[src/rtl/spi_slave_cfg_pkg.sv]
// Shared types and defaults for the SPI slave configuration sequencer.
// Latency: n/a (types and constants only).
// Backpressure: n/a.
// Contents: sequencer state enum, register word width, default queue depth,
//   retry limit and response timeout.
package spi_slave_cfg_pkg;

  localparam int reg_din_width_c = 8;
  localparam int qdepth_def_c    = 4;
  localparam int max_retry_def_c = 3;
  localparam int timeout_def_c   = 16;

  typedef enum logic [1:0] {
    IDLE      = 2'd0,
    WAIT_BUSY = 2'd1,
    ISSUE     = 2'd2,
    WAIT_RESP = 2'd3
  } cfg_seq_state_t;

endpackage

[src/rtl/spi_cfg_req_fifo.sv]
// Request queue: synchronous DEPTH x W FIFO with registered occupancy.
// Latency: a pushed word is visible at pop_dat one cycle after the push.
// Backpressure: push while full is dropped and ovf pulses the next cycle.
// Ports: clk/rst (async, active-high); push/push_dat write side;
//   pop/pop_dat read side (pop_dat is the head, valid while !empty);
//   full/empty status from the registered count; ovf drop pulse.
module spi_cfg_req_fifo #(
  parameter int W     = 8,
  parameter int DEPTH = 4
) (
  input  logic         clk,
  input  logic         rst,
  input  logic         push,
  input  logic [W-1:0] push_dat,
  input  logic         pop,
  output logic [W-1:0] pop_dat,
  output logic         full,
  output logic         empty,
  output logic         ovf
);

  localparam int AW = $clog2(DEPTH);
  localparam logic [AW:0] FULL_CNT = (AW+1)'(DEPTH);

  logic [W-1:0]  mem_q [DEPTH];
  logic [AW-1:0] wr_ptr_q, wr_ptr_d;
  logic [AW-1:0] rd_ptr_q, rd_ptr_d;
  logic [AW:0]   count_q, count_d;
  logic          ovf_q, ovf_d;
  logic          push_ok, pop_ok;

  // Full is taken from the registered count, so a pop in the same cycle
  // does not make room for a push.
  assign full    = (count_q == FULL_CNT);
  assign empty   = (count_q == '0);
  assign pop_dat = mem_q[rd_ptr_q];
  assign ovf     = ovf_q;

  assign push_ok = push && !full;
  assign pop_ok  = pop && !empty;

  always_comb begin
    wr_ptr_d = wr_ptr_q;
    rd_ptr_d = rd_ptr_q;
    count_d  = count_q;
    ovf_d    = push && full;
    // Pointers are exactly AW bits wide, so the increment wraps mod DEPTH.
    if (push_ok) wr_ptr_d = wr_ptr_q + 1'b1;
    if (pop_ok)  rd_ptr_d = rd_ptr_q + 1'b1;
    case ({push_ok, pop_ok})
      2'b10:   count_d = count_q + 1'b1;
      2'b01:   count_d = count_q - 1'b1;
      default: count_d = count_q;
    endcase
  end

  always_ff @(posedge clk or posedge rst) begin
    if (rst) begin
      wr_ptr_q <= '0;
      rd_ptr_q <= '0;
      count_q  <= '0;
      ovf_q    <= 1'b0;
    end else begin
      wr_ptr_q <= wr_ptr_d;
      rd_ptr_q <= rd_ptr_d;
      count_q  <= count_d;
      ovf_q    <= ovf_d;
    end
  end

  // Storage needs no reset: contents are only read behind a non-zero count.
  always_ff @(posedge clk) begin
    if (push_ok) mem_q[wr_ptr_q] <= push_dat;
  end

endmodule

[src/rtl/spi_slave_cfg_seq.sv]
// Config sequencer: queues host register words and issues them to the SPI
//   slave between transactions, retrying on error/timeout.
// Latency: reg_din_val rises 2 cycles after a push when the slave is not busy.
// Backpressure: cfg_full stalls the host (overflowing pushes drop, cfg_ovf
//   pulses); issue waits for !spi_busy; the queue head pops only once resolved.
// Ports: clk, rst (async, active-high); cfg_data/cfg_wr host push with
//   cfg_full/cfg_empty status; spi_busy from the core; reg_din/reg_din_val
//   issue to the slave; reg_ack/reg_err slave response; cfg_done/cfg_fail/
//   cfg_ovf one-cycle event pulses; idle when IDLE and queue empty.
// Build option SPI_CFG_SEQ_STATS_EN adds saturating stat_done_cnt,
//   stat_fail_cnt and stat_retry_cnt outputs.
module spi_slave_cfg_seq
  import spi_slave_cfg_pkg::*;
#(
  parameter int REG_W       = reg_din_width_c,
  parameter int QDEPTH      = qdepth_def_c,
  parameter int MAX_RETRY   = max_retry_def_c,
  parameter int TIMEOUT_CYC = timeout_def_c
) (
  input  logic             clk,
  input  logic             rst,
  input  logic [REG_W-1:0] cfg_data,
  input  logic             cfg_wr,
  output logic             cfg_full,
  output logic             cfg_empty,
  input  logic             spi_busy,
  output logic [REG_W-1:0] reg_din,
  output logic             reg_din_val,
  input  logic             reg_ack,
  input  logic             reg_err,
  output logic             cfg_done,
  output logic             cfg_fail,
  output logic             cfg_ovf,
  output logic             idle
`ifdef SPI_CFG_SEQ_STATS_EN
  ,
  output logic [15:0]      stat_done_cnt,
  output logic [15:0]      stat_fail_cnt,
  output logic [15:0]      stat_retry_cnt
`endif
);

  localparam int RW = (MAX_RETRY < 1) ? 1 : $clog2(MAX_RETRY + 1);
  localparam int TW = (TIMEOUT_CYC < 2) ? 1 : $clog2(TIMEOUT_CYC);
  localparam logic [RW-1:0] RETRY_LIMIT = RW'(MAX_RETRY);
  localparam logic [TW-1:0] TIMER_LAST  = TW'(TIMEOUT_CYC - 1);

  cfg_seq_state_t   state_q, state_d;
  logic [RW-1:0]    retry_q, retry_d;
  logic [TW-1:0]    timer_q, timer_d;
  logic [REG_W-1:0] reg_din_q, reg_din_d;
  logic             reg_din_val_q, reg_din_val_d;
  logic             done_q, done_d;
  logic             fail_q, fail_d;
  logic             retry_evt;

  logic             fifo_pop;
  logic [REG_W-1:0] head_dat;
  logic             fifo_full, fifo_empty, fifo_ovf;

  spi_cfg_req_fifo #(
    .W     (REG_W),
    .DEPTH (QDEPTH)
  ) u_req_fifo (
    .clk      (clk),
    .rst      (rst),
    .push     (cfg_wr),
    .push_dat (cfg_data),
    .pop      (fifo_pop),
    .pop_dat  (head_dat),
    .full     (fifo_full),
    .empty    (fifo_empty),
    .ovf      (fifo_ovf)
  );

  always_comb begin
    state_d       = state_q;
    retry_d       = retry_q;
    timer_d       = timer_q;
    reg_din_d     = reg_din_q;
    reg_din_val_d = 1'b0;
    done_d        = 1'b0;
    fail_d        = 1'b0;
    fifo_pop      = 1'b0;
    retry_evt     = 1'b0;
    case (state_q)
      IDLE: begin
        if (!fifo_empty) state_d = WAIT_BUSY;
      end
      WAIT_BUSY: begin
        // Load the word on the way into ISSUE so the strobe and data are
        // registered outputs during the ISSUE cycle.
        if (!spi_busy) begin
          state_d       = ISSUE;
          reg_din_d     = head_dat;
          reg_din_val_d = 1'b1;
          timer_d       = '0;
        end
      end
      ISSUE: begin
        state_d = WAIT_RESP;
        timer_d = '0;
      end
      WAIT_RESP: begin
        timer_d = timer_q + 1'b1;
        if (reg_ack && !reg_err) begin
          fifo_pop = 1'b1;
          done_d   = 1'b1;
          retry_d  = '0;
          state_d  = IDLE;
        end else if (reg_err || (timer_q == TIMER_LAST)) begin
          // Error wins over a simultaneous ack; a timeout counts as an error.
          if (retry_q < RETRY_LIMIT) begin
            retry_d   = retry_q + 1'b1;
            retry_evt = 1'b1;
            state_d   = WAIT_BUSY;
          end else begin
            fifo_pop = 1'b1;
            fail_d   = 1'b1;
            retry_d  = '0;
            state_d  = IDLE;
          end
        end
      end
      default: state_d = IDLE;
    endcase
  end

  always_ff @(posedge clk or posedge rst) begin
    if (rst) begin
      state_q       <= IDLE;
      retry_q       <= '0;
      timer_q       <= '0;
      reg_din_q     <= '0;
      reg_din_val_q <= 1'b0;
      done_q        <= 1'b0;
      fail_q        <= 1'b0;
    end else begin
      state_q       <= state_d;
      retry_q       <= retry_d;
      timer_q       <= timer_d;
      reg_din_q     <= reg_din_d;
      reg_din_val_q <= reg_din_val_d;
      done_q        <= done_d;
      fail_q        <= fail_d;
    end
  end

  assign reg_din     = reg_din_q;
  assign reg_din_val = reg_din_val_q;
  assign cfg_done    = done_q;
  assign cfg_fail    = fail_q;
  assign cfg_ovf     = fifo_ovf;
  assign cfg_full    = fifo_full;
  assign cfg_empty   = fifo_empty;
  assign idle        = (state_q == IDLE) && fifo_empty;

`ifdef SPI_CFG_SEQ_STATS_EN
  logic [15:0] stat_done_q, stat_done_d;
  logic [15:0] stat_fail_q, stat_fail_d;
  logic [15:0] stat_retry_q, stat_retry_d;

  // Counters hold at all-ones rather than wrapping.
  always_comb begin
    stat_done_d  = stat_done_q;
    stat_fail_d  = stat_fail_q;
    stat_retry_d = stat_retry_q;
    if (done_d && (stat_done_q != 16'hFFFF))     stat_done_d  = stat_done_q + 16'd1;
    if (fail_d && (stat_fail_q != 16'hFFFF))     stat_fail_d  = stat_fail_q + 16'd1;
    if (retry_evt && (stat_retry_q != 16'hFFFF)) stat_retry_d = stat_retry_q + 16'd1;
  end

  always_ff @(posedge clk or posedge rst) begin
    if (rst) begin
      stat_done_q  <= '0;
      stat_fail_q  <= '0;
      stat_retry_q <= '0;
    end else begin
      stat_done_q  <= stat_done_d;
      stat_fail_q  <= stat_fail_d;
      stat_retry_q <= stat_retry_d;
    end
  end

  assign stat_done_cnt  = stat_done_q;
  assign stat_fail_cnt  = stat_fail_q;
  assign stat_retry_cnt = stat_retry_q;
`endif

endmodule

[config.mk]
export PLATFORM = sky130hd
export DESIGN_NAME = spi_slave_cfg_seq
export DESIGN_NICKNAME = d
export VERILOG_FILES = /design/src/rtl/spi_slave_cfg_pkg.sv /design/src/rtl/spi_cfg_req_fifo.sv /design/src/rtl/spi_slave_cfg_seq.sv
export SDC_FILE = /design/constraint.sdc
export NUM_CORES = 1
export LEC_CHECK = 0
export ABC_CLOCK_PERIOD_IN_PS = 2950
export CORE_UTILIZATION = 50
export CTS_BUF_LIST = sky130_fd_sc_hd__clkbuf_16
export DETAILED_ROUTE_END_ITERATION = 6
export PLACE_DENSITY = 0.72
export SYNTH_ARGS = -nofsm -noshare
export SYNTH_HDL_FRONTEND = slang
export SYNTH_SLANG_ARGS = --single-unit
[constraint.sdc]
create_clock -name clk -period 2.95 [get_ports clk]
set_input_delay 0.885 -clock clk [delete_from_list [all_inputs] [get_ports clk]]
set_output_delay 0.885 -clock clk [all_outputs]
set_load 0.03 [all_outputs]
==> results of run 1 <==
[synth_stat cells, types with 2 or more instances]
cell	n
o21ai_1	3
ha_1	11
inv_1	8
nand2b_1	3
dfrtp_1	27
nand3_1	3
a21o_1	2
mux4_2	8
and2_1	5
xnor2_1	3
mux2_2	8
xor2_1	3
and3_1	2
inv_2	3
edfxtp_1	32
nand2_1	7
nor2_1	3
a21oi_1	2
[critical path: stages]
cell	delay, ps
clkdlybuf4s50_1	420
nand2b_1	210
a2111oi_4	420
ha_1	240
inv_1	60
fa_1	380
xor2_1	150
nor2_1	120
xor2_1	150
[worst max-delay path by stage]
| stage | slack (ps) | cells after the start | end | startpoint |
|---|---|---|---|---|
| 2_1_floorplan | 330 | 8 | u_req_fifo.count_q[2] | reg_err |
| 3_3_place_gp | -50 | 9 | u_req_fifo.count_q[2] | reg_err |
| 3_5_place_dp | -150 | 9 | u_req_fifo.count_q[2] | reg_err |
| 4_1_cts | 60 | 4 | idle | state_q[1] |
| 5_1_grt | 8 | 9 | u_req_fifo.count_q[2] | reg_err |
| 6_report | 170 | 9 | u_req_fifo.count_q[2] | reg_err |
[timing repair]
action / 4_1_cts / 5_1_grt
buffers inserted: 0 / 0
gates resized for setup: 0 / 1
endpoints found under the setup margin: 0 / 1
[metrics by stage]
stage | hold WS, ps | instances | setup TNS, ps
floorplan | 464.5 | 156 | 0
global placement | 480.5 | 255 | -50.40
detailed placement | 486.8 | 255 | -149.1
CTS | 497.8 | 271 | 0
global route | 527.0 | 271 | 0
finish | 497.5 | 271 | 0
[cell type report]
cell class | count | area, sq um | share of cell area (%)
inverter | 11 | 41.29 | 1.283
tap | 67 | 83.83 | 2.604
clock inverter | 7 | 60.06 | 1.866
timing repair buffer | 36 | 342.8 | 10.65
clock buffer | 9 | 225.2 | 6.996
multi-input combinational | 82 | 829.5 | 25.77
sequential | 59 | 1637 | 50.84
[routing by layer]
| metal | routed length, microns | share of wire, % | global-route usage, % |
|---|---|---|---|
| met2 | 2157 | 49 | 31.79 |
| met5 | 0 | 0 | 0 |
| met3 | 195 | 4.4 | 4.938 |
| met4 | 112 | 2.5 | 10.90 |
| met1 | 1967 | 44 | 24.06 |
[sequential cells by signal, indices dropped and copies added (netlist names)]
| name | cells |
|---|---|
| retry_q | 2 |
| u_req_fifo.mem_q | 32 |
| cfg_done | 1 |
| timer_q | 4 |
| u_req_fifo.ovf | 1 |
| state_q | 2 |
| reg_din_val | 1 |
| cfg_fail | 1 |
| u_req_fifo.wr_ptr_q | 2 |
| u_req_fifo.count_q | 3 |
| reg_din | 8 |
| u_req_fifo.rd_ptr_q | 2 |
[kinds of logic (layout without fill, tap and decap cells)]
logic type      after synthesis  count (layout)  share of synthesized area [%]
xor+xnor                      6               6                          2.067
flops                        59              59                          64.37
buf+inv                      15              63                          3.001
mux                          18              18                          11.47
fa+ha+maj                    12              12                          6.201
compound gates               17              17                          6.004
simple gates                 29              29                          6.890
[where the power goes]
group	internal (mW)	switching, mW	total, mW
logic	0.531	0.563	1.09
clock network	0.641	0.344	0.985
registers	1.13	0.201	1.33
==> qor.yml, run 1 <==
outcome:
  status: "completed"
clocking:
  clkTransAtPathRegs_ps: 50
  cts-root-buf: "clkbuf_16"
  clock_sinks: 59
  clk_path_buf_depth: 2
  numCtsBuffers: 9
  htreeDepth: 3
  cts_hold_buf: 0
  cts_tree: "yes"
  insertion_delay_ps: 320
final_layout:
  fin_nets: 225
  num_antenna_cells: 0
  nFillCells: 361
  layout_commonest_cell: "edfxtp_1"
  mostFrequentLayoutCells: "32 x edfxtp_1, 27 x dfrtp_1, 27 x clkdlybuf4s50_1"
  final_util_pct: 66.83
  area_growth_pct: 26.62
  fin_area_sq_um: 3219
  drive_above_1_share_pct: 23.53
floorplan:
  rows: 25
  io_pins: 29
  die_height_microns: 73.31
  die_x_microns: 73.31
  initial_core_util_pct: 52.78
  core-area_sq_um: 4817
  die-area_sq_um: 5374
yosys:
  synthCells: 156
  async_reset_ff_share_pct: 45.76
  yosysSeqAreaShare_pct: 64.37
  synth_area_per_cell_sq_um: 16.30
  ys_warn_count: 0
  synth_nets: 182
  synth_area_sq_um: 2542
  yosys.area.top_type: "edfxtp_1"
  synth.top_cell.area_share_pct: 37.80
  dominantRegCellSynth: "edfxtp_1"
  netlist_top_cells_area: "edfxtp_1 38%, dfrtp_1 27%, mux4_2 7.1%, ha_1 5.4%, mux2_2 3.5%"
  synth_seq_cells: 59
  synth_edf_count: 32
  ys_types: 41
hold_path:
  min_to: "retry_q[1]"
  min_from: "retry_q[1]"
  hold_depth: 1
  hold_class: "flop to flop"
place:
  port_buffers: 28
  finalWeightedCongestion: 0.7712
  dp_slack_ps: -149.1
  dpl_cell_area_sq_um: 2932
  detailed_place_hpwl_microns: 3022
route:
  first_pass_iters: 4
  finalWirelength_microns: 4432
  route.vias.total: 1429
  drtAntennaViolNets: 0
  wl_per_cell_microns: 16.35
  drc: 0
  drtIter0Drc: 57
  viasPerCell: 5.273
setup_path:
  path_max_fanout: 2
  path_class: "primary input to flop"
  r2r_setup_slack_ps: 620
  startpoint_type: "primary input"
  timing.rr.end: "u_req_fifo.count_q[2]"
  r2r_cells: 9
  endpoint_kind: "flop"
  r2r-start: "timer_q[0]"
  arrival_ps: 3030
  required_ps: 3200
power_and_ir_drop:
  pwr_density_cell_nw_per_um2: 1058
  power_mw: 3.407
  max-vdd-ir-drop_v: 0.0005486
  p_leak_nw: 1.298
timing:
  slew_headroom_pct: 60.11
  setup_slack_ps: 166.1
  slew_viol_final: 0
  finalCritPeriodShare_pct: 94.37
  min_period_ps: 2784
  hold_viol: 0
  fmax_mhz: 359.2
  fin_worst_skew_ps: 3.673
  setup_viol: 0
  worstMarginPinSlew_ps: 598.3
  rsz0062_at_grt: "no"
grt:
  gr-total-overflow: 0
  grt_usage_pct: 19.57
  grt_max_degree: 28
  antenna_found_initial: 0
  grt_pass1_vias: 1522
  grt_pass1_wl_microns: 7320
job:
  max_cap_viol_count: 0
Power figures use the tool's default switching activity.
==> run 2: changes to the inputs <==
--- a/config.mk
+++ b/config.mk
@@ -5,11 +5,15 @@
 export SDC_FILE = /design/constraint.sdc
 export NUM_CORES = 1
 export LEC_CHECK = 0
+export ABC_AREA = 1
 export ABC_CLOCK_PERIOD_IN_PS = 2950
-export CORE_UTILIZATION = 50
+export CELL_PAD_IN_SITES_DETAIL_PLACEMENT = 0
+export CELL_PAD_IN_SITES_GLOBAL_PLACEMENT = 2
+export CORE_ASPECT_RATIO = 0.8
+export CORE_UTILIZATION = 36
 export CTS_BUF_LIST = sky130_fd_sc_hd__clkbuf_16
 export DETAILED_ROUTE_END_ITERATION = 6
-export PLACE_DENSITY = 0.72
+export PLACE_DENSITY_LB_ADDON = 0.1
 export SYNTH_ARGS = -nofsm -noshare
 export SYNTH_HDL_FRONTEND = slang
 export SYNTH_SLANG_ARGS = --single-unit
==> run 2 against run 1 <==
Compared with the run above:
- the flow now finishes with violations (DRC)
- register-to-register slack gained 210 ps
- non-clock buffer count grew 2
- area after synthesis up 3.8%
- combinational power up 9%
- clock skew is 1.0 ps higher
- core utilization is 19 points lower
- hold slack got worse by 21 ps
- setup slack got worse by 40 ps
- flip-flop and latch count did not move
- critical endpoint is now idle
- largest cell class unchanged
- highest routed layer unchanged
==> qor.yml, run 2 <==
clocking:
  post_cts_buffers: 0  # unchanged
  numCtsBuffers: 9  # unchanged
  htreeDepth: 3  # unchanged
  clk_path_buf_depth: 2  # unchanged
  cts_hold_buf: 0  # unchanged
  clock_sinks: 59  # unchanged
  cts-root-buf: "clkbuf_16"  # unchanged
  cts_tree: "yes"  # unchanged
  insertion_delay_ps: 320  # about the same
  clkTransAtPathRegs_ps: 60  # was 50 ps
  ctsResizeCount: 0  # unchanged
yosys:
  ys_warn_count: 0  # unchanged
  async_reset_ff_share_pct: 45.76  # unchanged
  yosysSeqAreaShare_pct: 62.02  # was 64.37%
  synth_edf_count: 32  # unchanged
  synth_nets: 284  # was 182
  ys_types: 26  # was 41
  synth_area_sq_um: 2639  # was 2542 sq um
  netlist_top_cells_area: "edfxtp_1 36%, dfrtp_1 26%, nand2_1 8.4%, nor2_1 6.3%, ha_1 5.2%"  # was edfxtp_1 38%, dfrtp_1 27%, mux4_2 7.1%, ha_1 5.4%, mux2_2 3.5%
  dominantRegCellSynth: "edfxtp_1"  # unchanged
  synth_most_common_cell: "nand2_1"  # was edfxtp_1
  synth.top_cell.area_share_pct: 36.42  # was 37.80%
  synthTopCellsByCount: "59 x nand2_1, 44 x nor2_1, 32 x edfxtp_1"  # was 32 x edfxtp_1, 27 x dfrtp_1, 11 x ha_1
  yosys.area.top_type: "edfxtp_1"  # unchanged
  synth_seq_cells: 59  # unchanged
  synthCells: 258  # was 156
  synth_area_per_cell_sq_um: 10.23  # was 16.30 sq um
setup_path:
  r2r_setup_slack_ps: 830  # was 620 ps
  startpoint_type: "flop"  # was primary input
  r2r-start: "timer_q[0]"  # unchanged
  timing.rr.end: "u_req_fifo.count_q[2]"  # unchanged
  required_ps: 2070  # was 3200 ps
  path_class: "flop to primary output"  # was primary input to flop
  endpoint_kind: "primary output"  # was flop
  arrival_ps: 1940  # was 3030 ps
  crit_start: "state_q[0]"  # was reg_err
  r2r_cells: 11  # was 9
  path_max_fanout: 4  # was 2
timing:
  setup_tns_ps: 0  # unchanged
  worstMarginPinSlew_ps: 650.1  # was 598.3 ps
  min_period_ps: 2824  # was 2784 ps
  hold_viol: 0  # unchanged
  fmax_mhz: 354.1  # was 359.2 MHz
  hold_ws_ps: 476.2  # was 497.5 ps
  setup_viol: 0  # unchanged
  finalCritPeriodShare_pct: 95.73  # was 94.37%
  slew_viol_final: 0  # unchanged
  fin_worst_skew_ps: 4.681  # was 3.673 ps
  slew_headroom_pct: 56.66  # was 60.11%
  rsz0062_at_grt: "no"  # unchanged
final_layout:
  layout_commonest_cell: "nand2_1"  # was edfxtp_1
  largest_reg_flops: 32  # unchanged
  num_antenna_cells: 0  # unchanged
  drive_above_1_share_pct: 10.42  # was 23.53%
  multi_input_area_sq_um: 840.8  # was 829.5 sq um
  top_register: "u_req_fifo.mem_q"  # unchanged
  mostFrequentLayoutCells: "59 x nand2_1, 44 x nor2_1, 32 x edfxtp_1"  # was 32 x edfxtp_1, 27 x dfrtp_1, 27 x clkdlybuf4s50_1
  seqCellArea_sq_um: 1637  # unchanged
  area_growth_pct: 28.07  # was 26.62%
  nFillCells: 641  # was 361
  fin_nets: 328  # was 225
grt:
  grt_pass1_vias: 1579  # was 1522
  grt_pass1_wl_microns: 7962  # was 7320 microns
  grt_max_degree: 28  # unchanged
  antenna_found_initial: 0  # unchanged
  gr-total-overflow: 0  # unchanged
  grt_usage_pct: 13.97  # was 19.57%
floorplan:
  die_x_microns: 97.72  # was 73.31 microns
  die-area_sq_um: 7678  # was 5374 sq um
  core-area_sq_um: 6993  # was 4817 sq um
  io_pins: 29  # unchanged
  die_height_microns: 78.58  # was 73.31 microns
  rows: 27  # was 25
  initial_core_util_pct: 37.73  # was 52.78%
power_and_ir_drop:
  pwr_density_cell_nw_per_um2: 1058  # about the same
  p_leak_nw: 1.505  # was 1.298 nW
  max-vdd-ir-drop_v: 0.0005056  # was 0.0005486 V
route:
  route.vias.total: 1748  # was 1429
  finalWirelength_microns: 4738  # was 4432 microns
  wl_per_cell_microns: 12.03  # was 16.35 microns
  drtIter0Drc: 49  # was 57
  drtAntennaViolNets: 0  # unchanged
  first_pass_iters: 6  # was 4
  drc: 2  # was 0
  viasPerCell: 4.437  # was 5.273
place:
  detailed_place_hpwl_microns: 3300  # was 3022 microns
  port_buffers: 28  # unchanged
  finalWeightedCongestion: 0.6823  # was 0.7712
hold_path:
  min_from: "reg_din[4]"  # was retry_q[1]
  hold_depth: 2  # was 1
  min_to: "reg_din[4]"  # was retry_q[1]
  hold_class: "flop to flop"  # unchanged
outcome:
  violations: "DRC"
  status: "finished, violations left"  # was completed
job:
  max_cap_viol_count: 0  # unchanged
[run 2: changes by cell type in the layout (fill, tap and decap cells not counted), moves of 8 or more]
cell / previous run / this run
o21ai_0: 1 / 12
mux2_2: 8 / 0
o21ai_1: 3 / 11
mux4_2: 8 / 0
nor2_1: 3 / 44
nand2_1: 7 / 59
inv_1: 9 / 28
[run 2: cell type report]
type	count	area share [%]
clock buffers	9	6.664
clock inverters	7	2.999
inverters	29	3.295
multi-input cells	165	24.88
flip-flops and latches	59	48.43
well taps	87	3.221
repair buffers	38	10.51
[run 2: worst max-delay path: stages, from the launching register on]
cell             delay (ps)
dfrtp_1                 420
inv_1                   150
ha_1                    190
nand3_1                 120
inv_1                    80
clkdlybuf4s50_1         660
[run 2: worst max-delay path by stage]
stage                             to  cells after the start
2_1_floorplan  u_req_fifo.count_q[2]                     13
3_3_place_gp   u_req_fifo.count_q[2]                     14
3_5_place_dp   u_req_fifo.count_q[2]                     14
4_1_cts                         idle                      5
5_1_grt                         idle                      5
6_report                        idle                      5
[run 2: per-stage QoR]
stage	area, sq um	utilization (%)	power [mW]	setup WS, ps	cells
3_5_place_dp	3053	43.66	2.484	-11.74	378
4_1_cts	3379	48.33	3.624	124.9	394
6_report	3379	48.33	3.576	126.1	394
2_1_floorplan	2639	-	2.112	501.6	258
3_3_place_gp	3053	43.66	2.487	56.52	378
5_1_grt	3379	48.33	3.846	28.21	394
[run 2: where the power goes]
group	total [mW]	switching, mW	leakage [nW]	internal, mW
logic	1.19	0.729	0.718	0.456
registers	1.27	0.162	0.635	1.11
clock network	1.12	0.374	0.152	0.744
total	3.58	1.27	1.51	2.31
[run 2: cells by family (layout without fill, tap and decap cells)]
kind of cell / after synthesis / count (layout) / share of synthesized area (%)
flip-flops: 59 / 59 / 62.02
XOR/XNOR: 5 / 5 / 1.660
AO/OA/AOI/OAI: 28 / 28 / 5.406
buffers and inverters: 34 / 83 / 6.116
AND/OR/NAND/NOR: 120 / 120 / 18.82
adder cells (fa/ha/maj): 12 / 12 / 5.974
[run 2: per-layer routing]
layer / part of all wire, % / wire length [microns] / GRT usage [%] / vias to the layer above
met4: 1.8 / 84 / 6.364 / 0
li1: - / - / - / 925
met1: 51 / 2402 / 19.10 / 779
met3: 6.0 / 285 / 4.541 / 8
met5: 0 / 0 / 0 / -
met2: 41 / 1965 / 20.14 / 36
==> run 3: changes to the inputs <==
--- a/config.mk
+++ b/config.mk
@@ -12,6 +12,7 @@
 export CORE_ASPECT_RATIO = 0.8
 export CORE_UTILIZATION = 36
 export CTS_BUF_LIST = sky130_fd_sc_hd__clkbuf_16
+export CTS_CLUSTER_DIAMETER = 150
 export DETAILED_ROUTE_END_ITERATION = 6
 export PLACE_DENSITY_LB_ADDON = 0.1
 export SYNTH_ARGS = -nofsm -noshare
==> results of run 3 <==
Same layout as run 2: the final DEF is identical, and so are final timing and power.
